<file path="config.mk">
export PLATFORM = sky130hd
export DESIGN_NAME = johnson_phase_decoder
export DESIGN_NICKNAME = d
export VERILOG_FILES = /design/src/rtl/johnson_phase_decoder.sv
export SDC_FILE = /design/constraint.sdc
export NUM_CORES = 1
export LEC_CHECK = 0
export ABC_AREA = 1
export CAP_MARGIN = 20
export CORE_AREA = 2 2 70 98
export DETAILED_ROUTE_END_ITERATION = 16
export DIE_AREA = 0 0 72 100
export PLACE_DENSITY = 0.58
export SETUP_SLACK_MARGIN = 0.2
export SLEW_MARGIN = 5
export SYNTH_ARGS = -nofsm -noshare
export SYNTH_HDL_FRONTEND = slang
export SYNTH_SLANG_ARGS = --single-unit
</file>
<file path="constraint.sdc">
create_clock -name clock -period 4.55 [get_ports clock]
set_input_delay 1.1375 -clock clock [delete_from_list [all_inputs] [get_ports clock]]
set_output_delay 1.1375 -clock clock [all_outputs]
set_load 0.01 [all_outputs]
</file>
<file path="src/rtl/johnson_phase_decoder.sv">
// Johnson-code phase decoder: registers the upstream ring-counter code, decodes it to a phase index
// and one-hot phase, and runs a SEARCH/LOCKED/ERROR lock monitor. Optional macro: JPD_ALLOW_HOLD_EN.
module johnson_phase_decoder #(
    parameter int N        = 4,
    parameter int LOCK_CNT = 3,
    parameter int REV_W    = 8
) (
    input  logic                      clock,
    input  logic                      reset,
    input  logic [N-1:0]              q_in,
    input  logic                      clear_err,
    output logic [$clog2(2*N)-1:0]    phase_idx,
    output logic [2*N-1:0]            phase_onehot,
    output logic                      phase_valid,
    output logic                      locked,
    output logic                      illegal,
    output logic                      seq_err,
    output logic                      err_sticky,
    output logic [REV_W-1:0]          rev_count
);

    localparam int              IDX_W       = $clog2(2*N);
    localparam int              SEQ_LEN     = 2*N;
    localparam logic [IDX_W-1:0] LAST_IDX   = IDX_W'(SEQ_LEN-1);
    localparam logic [3:0]      LOCK_TARGET = 4'(LOCK_CNT);

    typedef enum logic [1:0] {
        SEARCH = 2'd0,
        LOCKED = 2'd1,
        ERROR  = 2'd2
    } stateT;

    stateT              state_q, state_d;
    logic [N-1:0]       qR_q;
    logic [3:0]         goodCnt_q, goodCnt_d;
    logic               prevValid_q, prevValid_d;
    logic [IDX_W-1:0]   prevIdx_q, prevIdx_d;

    logic [IDX_W-1:0]   phaseIdx_q, phaseIdx_d;
    logic [2*N-1:0]     phaseOnehot_q, phaseOnehot_d;
    logic               phaseValid_q, phaseValid_d;
    logic               locked_q, locked_d;
    logic               illegal_q, illegal_d;
    logic               seqErr_q, seqErr_d;
    logic               errSticky_q, errSticky_d;
    logic [REV_W-1:0]   revCount_q, revCount_d;

    int                 onesCnt;
    logic [N-1:0]       thermo;
    logic               codeLegal;
    logic [IDX_W-1:0]   codeIdx;
    logic [IDX_W-1:0]   nextIdx;
    logic               correctStep;
    logic               wrapStep;
    logic               holdStep;

    // A legal code is a thermometer pattern: ones filling from the LSB while the MSB is clear,
    // zeros filling from the LSB once it is set.
    always_comb begin
        onesCnt   = 0;
        thermo    = '0;
        codeLegal = 1'b0;
        codeIdx   = '0;
        for (int i = 0; i < N; i++) begin
            if (qR_q[i]) onesCnt++;
        end
        if (!qR_q[N-1]) begin
            for (int i = 0; i < N; i++) thermo[i] = (i < onesCnt);
            codeLegal = (qR_q == thermo);
            codeIdx   = IDX_W'(onesCnt);
        end else begin
            for (int i = 0; i < N; i++) thermo[i] = (i >= (N - onesCnt));
            codeLegal = (qR_q == thermo);
            codeIdx   = IDX_W'(SEQ_LEN - onesCnt);
        end
    end

    assign nextIdx     = (prevIdx_q == LAST_IDX) ? '0 : (prevIdx_q + IDX_W'(1));
    assign correctStep = codeLegal && prevValid_q && (codeIdx == nextIdx);
    assign wrapStep    = correctStep && (prevIdx_q == LAST_IDX);

`ifdef JPD_ALLOW_HOLD_EN
    // A stalled upstream counter repeats its code; treat that as neither progress nor error.
    assign holdStep = codeLegal && prevValid_q && (codeIdx == prevIdx_q);
`else
    assign holdStep = 1'b0;
`endif

    always_comb begin
        state_d       = state_q;
        goodCnt_d     = goodCnt_q;
        revCount_d    = revCount_q;
        illegal_d     = !codeLegal;
        seqErr_d      = 1'b0;
        prevValid_d   = codeLegal;
        prevIdx_d     = codeLegal ? codeIdx : prevIdx_q;
        phaseValid_d  = codeLegal;
        phaseIdx_d    = codeLegal ? codeIdx : phaseIdx_q;
        phaseOnehot_d = '0;
        if (codeLegal) phaseOnehot_d[codeIdx] = 1'b1;

        case (state_q)
            SEARCH: begin
                if (correctStep) begin
                    if ((goodCnt_q + 4'd1) == LOCK_TARGET) begin
                        state_d   = LOCKED;
                        goodCnt_d = '0;
                    end else begin
                        goodCnt_d = goodCnt_q + 4'd1;
                    end
                end else if (!holdStep) begin
                    goodCnt_d = '0;
                end
            end
            LOCKED: begin
                if (!codeLegal) begin
                    state_d   = ERROR;
                    goodCnt_d = '0;
                end else if (correctStep) begin
                    if (wrapStep) revCount_d = revCount_q + REV_W'(1);
                end else if (!holdStep) begin
                    seqErr_d  = 1'b1;
                    state_d   = ERROR;
                    goodCnt_d = '0;
                end
            end
            ERROR: begin
                state_d   = SEARCH;
                goodCnt_d = '0;
            end
            default: begin
                state_d   = SEARCH;
                goodCnt_d = '0;
            end
        endcase

        locked_d = (state_d == LOCKED);
        // A new error outranks a simultaneous clear so no event is ever lost.
        if (illegal_d || seqErr_d) begin
            errSticky_d = 1'b1;
        end else if (clear_err) begin
            errSticky_d = 1'b0;
        end else begin
            errSticky_d = errSticky_q;
        end
    end

    always_ff @(posedge clock) begin
        if (!reset) begin
            state_q       <= SEARCH;
            qR_q          <= '0;
            goodCnt_q     <= '0;
            prevValid_q   <= 1'b0;
            prevIdx_q     <= '0;
            phaseIdx_q    <= '0;
            phaseOnehot_q <= '0;
            phaseValid_q  <= 1'b0;
            locked_q      <= 1'b0;
            illegal_q     <= 1'b0;
            seqErr_q      <= 1'b0;
            errSticky_q   <= 1'b0;
            revCount_q    <= '0;
        end else begin
            state_q       <= state_d;
            qR_q          <= q_in;
            goodCnt_q     <= goodCnt_d;
            prevValid_q   <= prevValid_d;
            prevIdx_q     <= prevIdx_d;
            phaseIdx_q    <= phaseIdx_d;
            phaseOnehot_q <= phaseOnehot_d;
            phaseValid_q  <= phaseValid_d;
            locked_q      <= locked_d;
            illegal_q     <= illegal_d;
            seqErr_q      <= seqErr_d;
            errSticky_q   <= errSticky_d;
            revCount_q    <= revCount_d;
        end
    end

    assign phase_idx    = phaseIdx_q;
    assign phase_onehot = phaseOnehot_q;
    assign phase_valid  = phaseValid_q;
    assign locked       = locked_q;
    assign illegal      = illegal_q;
    assign seq_err      = seqErr_q;
    assign err_sticky   = errSticky_q;
    assign rev_count    = revCount_q;

endmodule

</file>
==> results.toml, run 1 <==
[yosys]
netlist.area_leader.share_pct = 37.1
syn_area_um2 = 1830
synth-seq-area-share_pct = 37.1
synth-main-ff-cell = "dfxtp_1"
syn_inst = 245
synth_area_leader_cell = "dfxtp_1"
syn-num-nets = 266
synth_seq_cells = 34
yosysWarnings = 0
synth_edf_count = 0
synth_most_common_cell = "nand2_1"
avgSynthCellArea_um2 = 7.49
async_flop_share_pct = 0
ys_types = 28
netlist_top_cells_count = "58 x nand2_1, 34 x dfxtp_1, 29 x inv_1"
synth_area_leaders = "dfxtp_1 37%, nand2_1 12%, ha_1 9.5%, inv_1 5.9%, nand3_1 4.9%"

[placed_design]
gp_congestion = 0.761
placed_cell_area_um2 = 2200
dp_hpwl_um = 3060
numPortBuffers = 30

[global_route]
overflow = 0
antenna_found_initial = 0
grt_pass1_wl_um = 6780
grt_max_degree = 17
track_usage_pct = 11.8
grt_pass1_vias = 1579

[finish]
multi_input_area_um2 = 1010
n_antenna_cell = 0
fin_nets = 299
syn_to_final_growth_pct = 26.3
final-seq-area_um2 = 681
n_fill_cell = 679
drive_above_1_share_pct = 11.5
fin_area_um2 = 2320

[detailed_routing]
final_antenna_net_count = 0
drt_iter0_markers = 50
post_drt_wl_per_cell_um = 10.9
dr.pass1.iters = 4
wl_um = 3830
viasPerCell = 4.63
vias = 1636
drc = 0

[sta]
rsz0062_at_grt = "false"
fin_setup_tns_ns = 0
fmax_ghz = 0.274
hold_violations = 0
maxSlewHeadroom_pct = 63.7
setup_viol = 0
tightest_slew_ns = 0.544
finalCritPeriodShare_pct = 80.1
clock_skew_ns = 0.00639
slew_viol_final = 0
min_period_ns = 3.64

[setup_path]
critPathKind = "flop to flop"
cp-start-kind = "flop"
arrival_ns = 3.85
crit_path_max_fanout = 11
crit_required_ns = 4.76
crit_path_end_kind = "flop"

[cts]
numCtsBuffers = 5
hold_buffers = 0
cts_root_buffer = "clkbuf_8"
cts_buffer_depth = 2
cts.clk_slew.worst_paths_ns = 0.07
cts_setup_buffers = 0
postCtsResizedCells = 0
numClockSinks = 34
htree_num_levels = 2
clk_latency_ns = 0.29
cts_tree = "done"

[die]
placeableCoreArea_um2 = 6440
die_h_um = 100
io_pins = 31
die-width_um = 72
rows = 35
die_area_um2 = 7200
initial_utilization_pct = 28.5

[run_status]
status = "completed"

[pwr]
ir_drop_mv = 0.166
power.density_nw_per_um2 = 299
leakagePower_nw = 1.01
power_w = 0.000694

[flow_run]
cap_violations = 0

[hold_path]
hp-class = "flop to flop"
[worst max-delay path, stage by stage (launching register included)]
cell	delay (ns)
dfxtp_1	0.38
inv_1	0.09
ha_1	0.31
nand2_1	0.10
nand2_1	0.10
inv_1	0.05
ha_1	0.25
or2_0	0.23
nand2_2	0.12
inv_1	0.07
ha_1	0.29
o21ai_1	0.38
xor2_1	0.12
nor3_1	0.36
inv_1	0.13
nor2_4	0.27
nand2_1	0.13
a211oi_1	0.17
[through the flow]
| stage | std cells | worst slack [ns] | hold slack, ns | utilization, % |
|---|---|---|---|---|
| floorplan | 245 | 1.34 | 0.447 | - |
| global placement | 345 | 1.01 | 0.464 | 34.2 |
| detailed placement | 345 | 0.886 | 0.463 | 34.2 |
| CTS | 353 | 0.867 | 0.488 | 36.0 |
| global route | 353 | 0.545 | 0.538 | 36.0 |
| finish | 353 | 0.906 | 0.491 | 36.0 |
[cell type report]
class	instances	area share, %
Multi-Input combinational cell	175	43.5
Sequential cell	34	29.4
Timing Repair Buffer	30	13.0
Inverter	32	5.19
Tap cell	74	4.00
Clock buffer	5	2.97
Clock inverter	3	1.94
[where the power goes]
| group | total [W] | leakage (nW) | internal (W) | switching (W) |
|---|---|---|---|---|
| Clock | 0.000278 | 0.0504 | 0.000163 | 0.000115 |
| Sequential | 0.000311 | 0.276 | 0.000305 | 0.00000598 |
| Combinational | 0.000105 | 0.685 | 0.0000422 | 0.0000623 |
| Total | 0.000694 | 1.01 | 0.000510 | 0.000183 |
[sequential cells by signal, summed over array words and instances (netlist names)]
signal        count
phase_onehot      8
goodCnt_q         4
locked            1
rev_count         8
err_sticky        1
seq_err           1
state_q           2
qR_q              4
illegal           1
phase_valid       1
phase_idx         3
[worst paths after layout]
| path | from | cells past startpoint | endpoint | slack (ns) |
|---|---|---|---|---|
| setup / recovery | qR_q[1] | 17 | goodCnt_q[0] | 0.91 |
| hold reg to reg | state_q[1] | 1 | locked | 0.49 |
| setup reg to reg | qR_q[1] | 17 | goodCnt_q[0] | 0.91 |
| hold / removal | state_q[1] | 1 | locked | 0.49 |
[cell usage in the layout, fill, tap and decap left out]
cell type	count
clkinvlp_4	2
nand2_4	2
nor3_1	5
a211oi_1	1
nand2_2	8
nand4_1	9
bufinv_16	1
conb_1	1
nand2_1	58
inv_2	3
xor2_1	5
nor2_2	3
clkdlybuf4s50_1	30
clkbuf_8	5
o21ai_0	2
or2_0	1
nor2_4	3
nand3_2	2
xnor2_1	5
a21oi_1	15
inv_1	29
nand4_2	1
or2_2	2
nor4_1	2
dfxtp_1	34
nor2_1	15
o21ai_1	3
nand3_1	18
ha_1	14
[logic make-up (layout without fill, tap and decap cells)]
family                     after synthesis  count (layout)  share of synthesized area (%)
DFF                                     34              34                           37.1
adders and majority gates               14              14                           9.55
AOI/OAI and AO/OA                       21              21                           5.87
and+or+nand+nor                        129             129                           34.6
xor gates and xnor gates                10              10                           4.77
other                                    1               1                          0.204
buffers and inverters                   36              70                           7.91
[routing by layer]
layer / part of all wire [%] / global-route usage, % / up-vias
li1: - / - / 846
met1: 39 / 11.9 / 757
met2: 56 / 22.4 / 26
met3: 3.5 / 2.41 / 7
met4: 2.2 / 5.66 / 0
met5: 0 / 0 / -
(Power assumes the default switching activity.)
==> run 2, diff against run 1 <==
==> constraint.sdc (replaced) <==
create_clock -name clock -period 3.7 [get_ports clock]
set_input_delay 0.925 -clock clock [delete_from_list [all_inputs] [get_ports clock]]
set_output_delay 0.925 -clock clock [all_outputs]
set_load 0.01 [all_outputs]
==> run 2 against run 1 <==
- cell count is 2.8% higher
- combinational power up 50%
- flip-flop and latch count unchanged
- core utilization grew 3.1 points
- die area unchanged
- critical path type unchanged
- largest cell class unchanged
- largest power group is now clock
==> results.toml, run 2 (synthesized netlist as in run 1, its figures left out) <==
[run_status]
status = "completed"

[die]
die_area_um2 = 7200
rows = 35
placeableCoreArea_um2 = 6440
initial_utilization_pct = 28.5
die-width_um = 72
io_pins = 31
die_h_um = 100

[finish]
n_antenna_cell = 0
final_common_cell = "nand2_1"
layout_common_cells = "52 x nand2_1, 32 x dfxtp_1, 30 x clkdlybuf4s50_1"
fin_nets = 309
stdcell_count = 363
drive_above_1_share_pct = 21.8
n_fill_cell = 672
fin_area_um2 = 2520
syn_to_final_growth_pct = 37.2

[setup_path]
rr_worst_depth = 25
crit_cells = 25
cp_slowest_cell = "dfxtp_4"
critPathMostFrequentCell = "nand2_2"
reg2reg_to = "rev_count[0]"
arrival_ns = 3.48
ff2ff_setup_slack_ns = 0.43
crit_path_end = "rev_count[0]"
crit_path_end_kind = "flop"
critPathKind = "flop to flop"
crit_path_max_fanout = 6
crit_buf_inv = 4
crit_required_ns = 3.91
cp-start-kind = "flop"
crit_start = "qR_q[1]"
cp_top_family = "simple AND/OR/NAND/NOR gates"
slowest_delay_ns = 0.37
r2r_start = "qR_q[1]"

[placed_design]
numPortBuffers = 30
place_inst = 347
gp_congestion = 0.839
dp_hpwl_um = 3100
placed_cell_area_um2 = 2220

[detailed_routing]
post_drt_wl_per_cell_um = 11.4
drc = 0
drt_iter0_markers = 66
final_antenna_net_count = 0
vias = 1693
wl_um = 4150
viasPerCell = 4.66
dr.pass1.iters = 6

[hold_path]
hp-start = "goodCnt_q[3]"
hp-class = "flop to flop"

[sta]
fin_setup_tns_ns = 0
tightest_slew_ns = 0.545
maxSlewHeadroom_pct = 63.6
setup_viol = 0
clock_skew_ns = 0.0102
rsz0062_at_grt = "false"
hold_violations = 0
min_period_ns = 3.27
slew_viol_final = 0
finalCritPeriodShare_pct = 88.4
fmax_ghz = 0.306

[cts]
cts_buffer_depth = 2
cts.clk_slew.worst_paths_ns = 0.07
numClockSinks = 34
htree_num_levels = 2
cts_tree = "done"
cts_root_buffer = "clkbuf_8"
numCtsBuffers = 5
clk_latency_ns = 0.29

[global_route]
overflow = 0
grt_max_degree = 17
track_usage_pct = 12.1
grt_pass1_wl_um = 6870
grt_pass1_vias = 1651
antenna_found_initial = 0

[pwr]
power.density_nw_per_um2 = 380
ir_drop_mv = 0.161
power_w = 0.000955
leakagePower_nw = 1.09

[flow_run]
cap_violations = 0
==> run 2: cell count changes in the layout (fill, tap and decap cells not counted), sizes merged <==
cell | before | now
buf | 0 | 9
bufinv | 1 | 2
clkinv | 0 | 1
clkinvlp | 2 | 0
nor2 | 21 | 22
==> run 2: worst min-delay path by stage <==
stage,to,slack (ns),depth (start not counted)
2_1_floorplan,locked,0.45,1
3_3_place_gp,goodCnt_q[3],0.47,2
3_5_place_dp,goodCnt_q[3],0.48,2
4_1_cts,state_q[0],0.49,1
5_1_grt,state_q[0],0.49,1
6_report,goodCnt_q[3],0.49,2
==> run 2: metal layers <==
metal  GRT usage, %  wire, um  up-vias
li1               -         -      874
met1           11.2      1580      789
met2           24.3      2380       22
met3           2.51       105        8
met4           5.22        82        0
met5              0         0        -
==> run 2: worst register-to-register path: stages, from the launching register on <==
cell     delay, ns
dfxtp_4       0.37
inv_4         0.04
ha_4          0.28
inv_2         0.04
nand2_2       0.07
nand2_2       0.06
inv_2         0.06
ha_4          0.19
or2_1         0.21
nand2_2       0.10
nand2_2       0.07
nand2_4       0.07
ha_2          0.26
nor2_1        0.08
nand2_1       0.09
nor2_4        0.15
nand3_2       0.10
nand2_2       0.08
nand2_1       0.05
nand2_1       0.07
nand3_2       0.12
inv_2         0.09
nand2_4       0.10
nor2_4        0.17
nand4_1       0.11
a21oi_1       0.16
==> run 2: where the power goes <==
group	total (W)	internal, W	switching [W]
clock	0.000414	0.000270	0.000145
combinational	0.000158	0.0000666	0.0000909
sequential	0.000383	0.000375	0.00000817
==> run 2: stage by stage <==
| step | hold slack, ns | setup WS (ns) | util (%) |
|---|---|---|---|
| finish | 0.489 | 0.431 | 39.1 |
| global route | 0.488 | 0.192 | 39.1 |
| CTS | 0.486 | 0.201 | 36.7 |
| detailed placement | 0.476 | 0.0982 | 34.4 |
| global placement | 0.468 | 0.141 | 34.4 |
| floorplan | 0.447 | 0.491 | - |
==> run 2: what timing repair did <==
action | CTS | global route
buffers inserted | 0 | 7
gates cloned | 1 | 0
hold buffers | 0 | 0
gates resized for setup | 2 | 27
setup endpoints to repair | 16 | 28
pin swaps | 1 | 18
==> run 2: layout make-up <==
type	count	area, um2	area share (%)
sequential	34	686	27.3
timing repair buffer	39	368	14.6
multi-input combinational	176	1110	44.1
inverter	32	123	4.87
clock buffer	5	68.8	2.73
tap	74	92.6	3.68
clock inverter	3	68.8	2.73
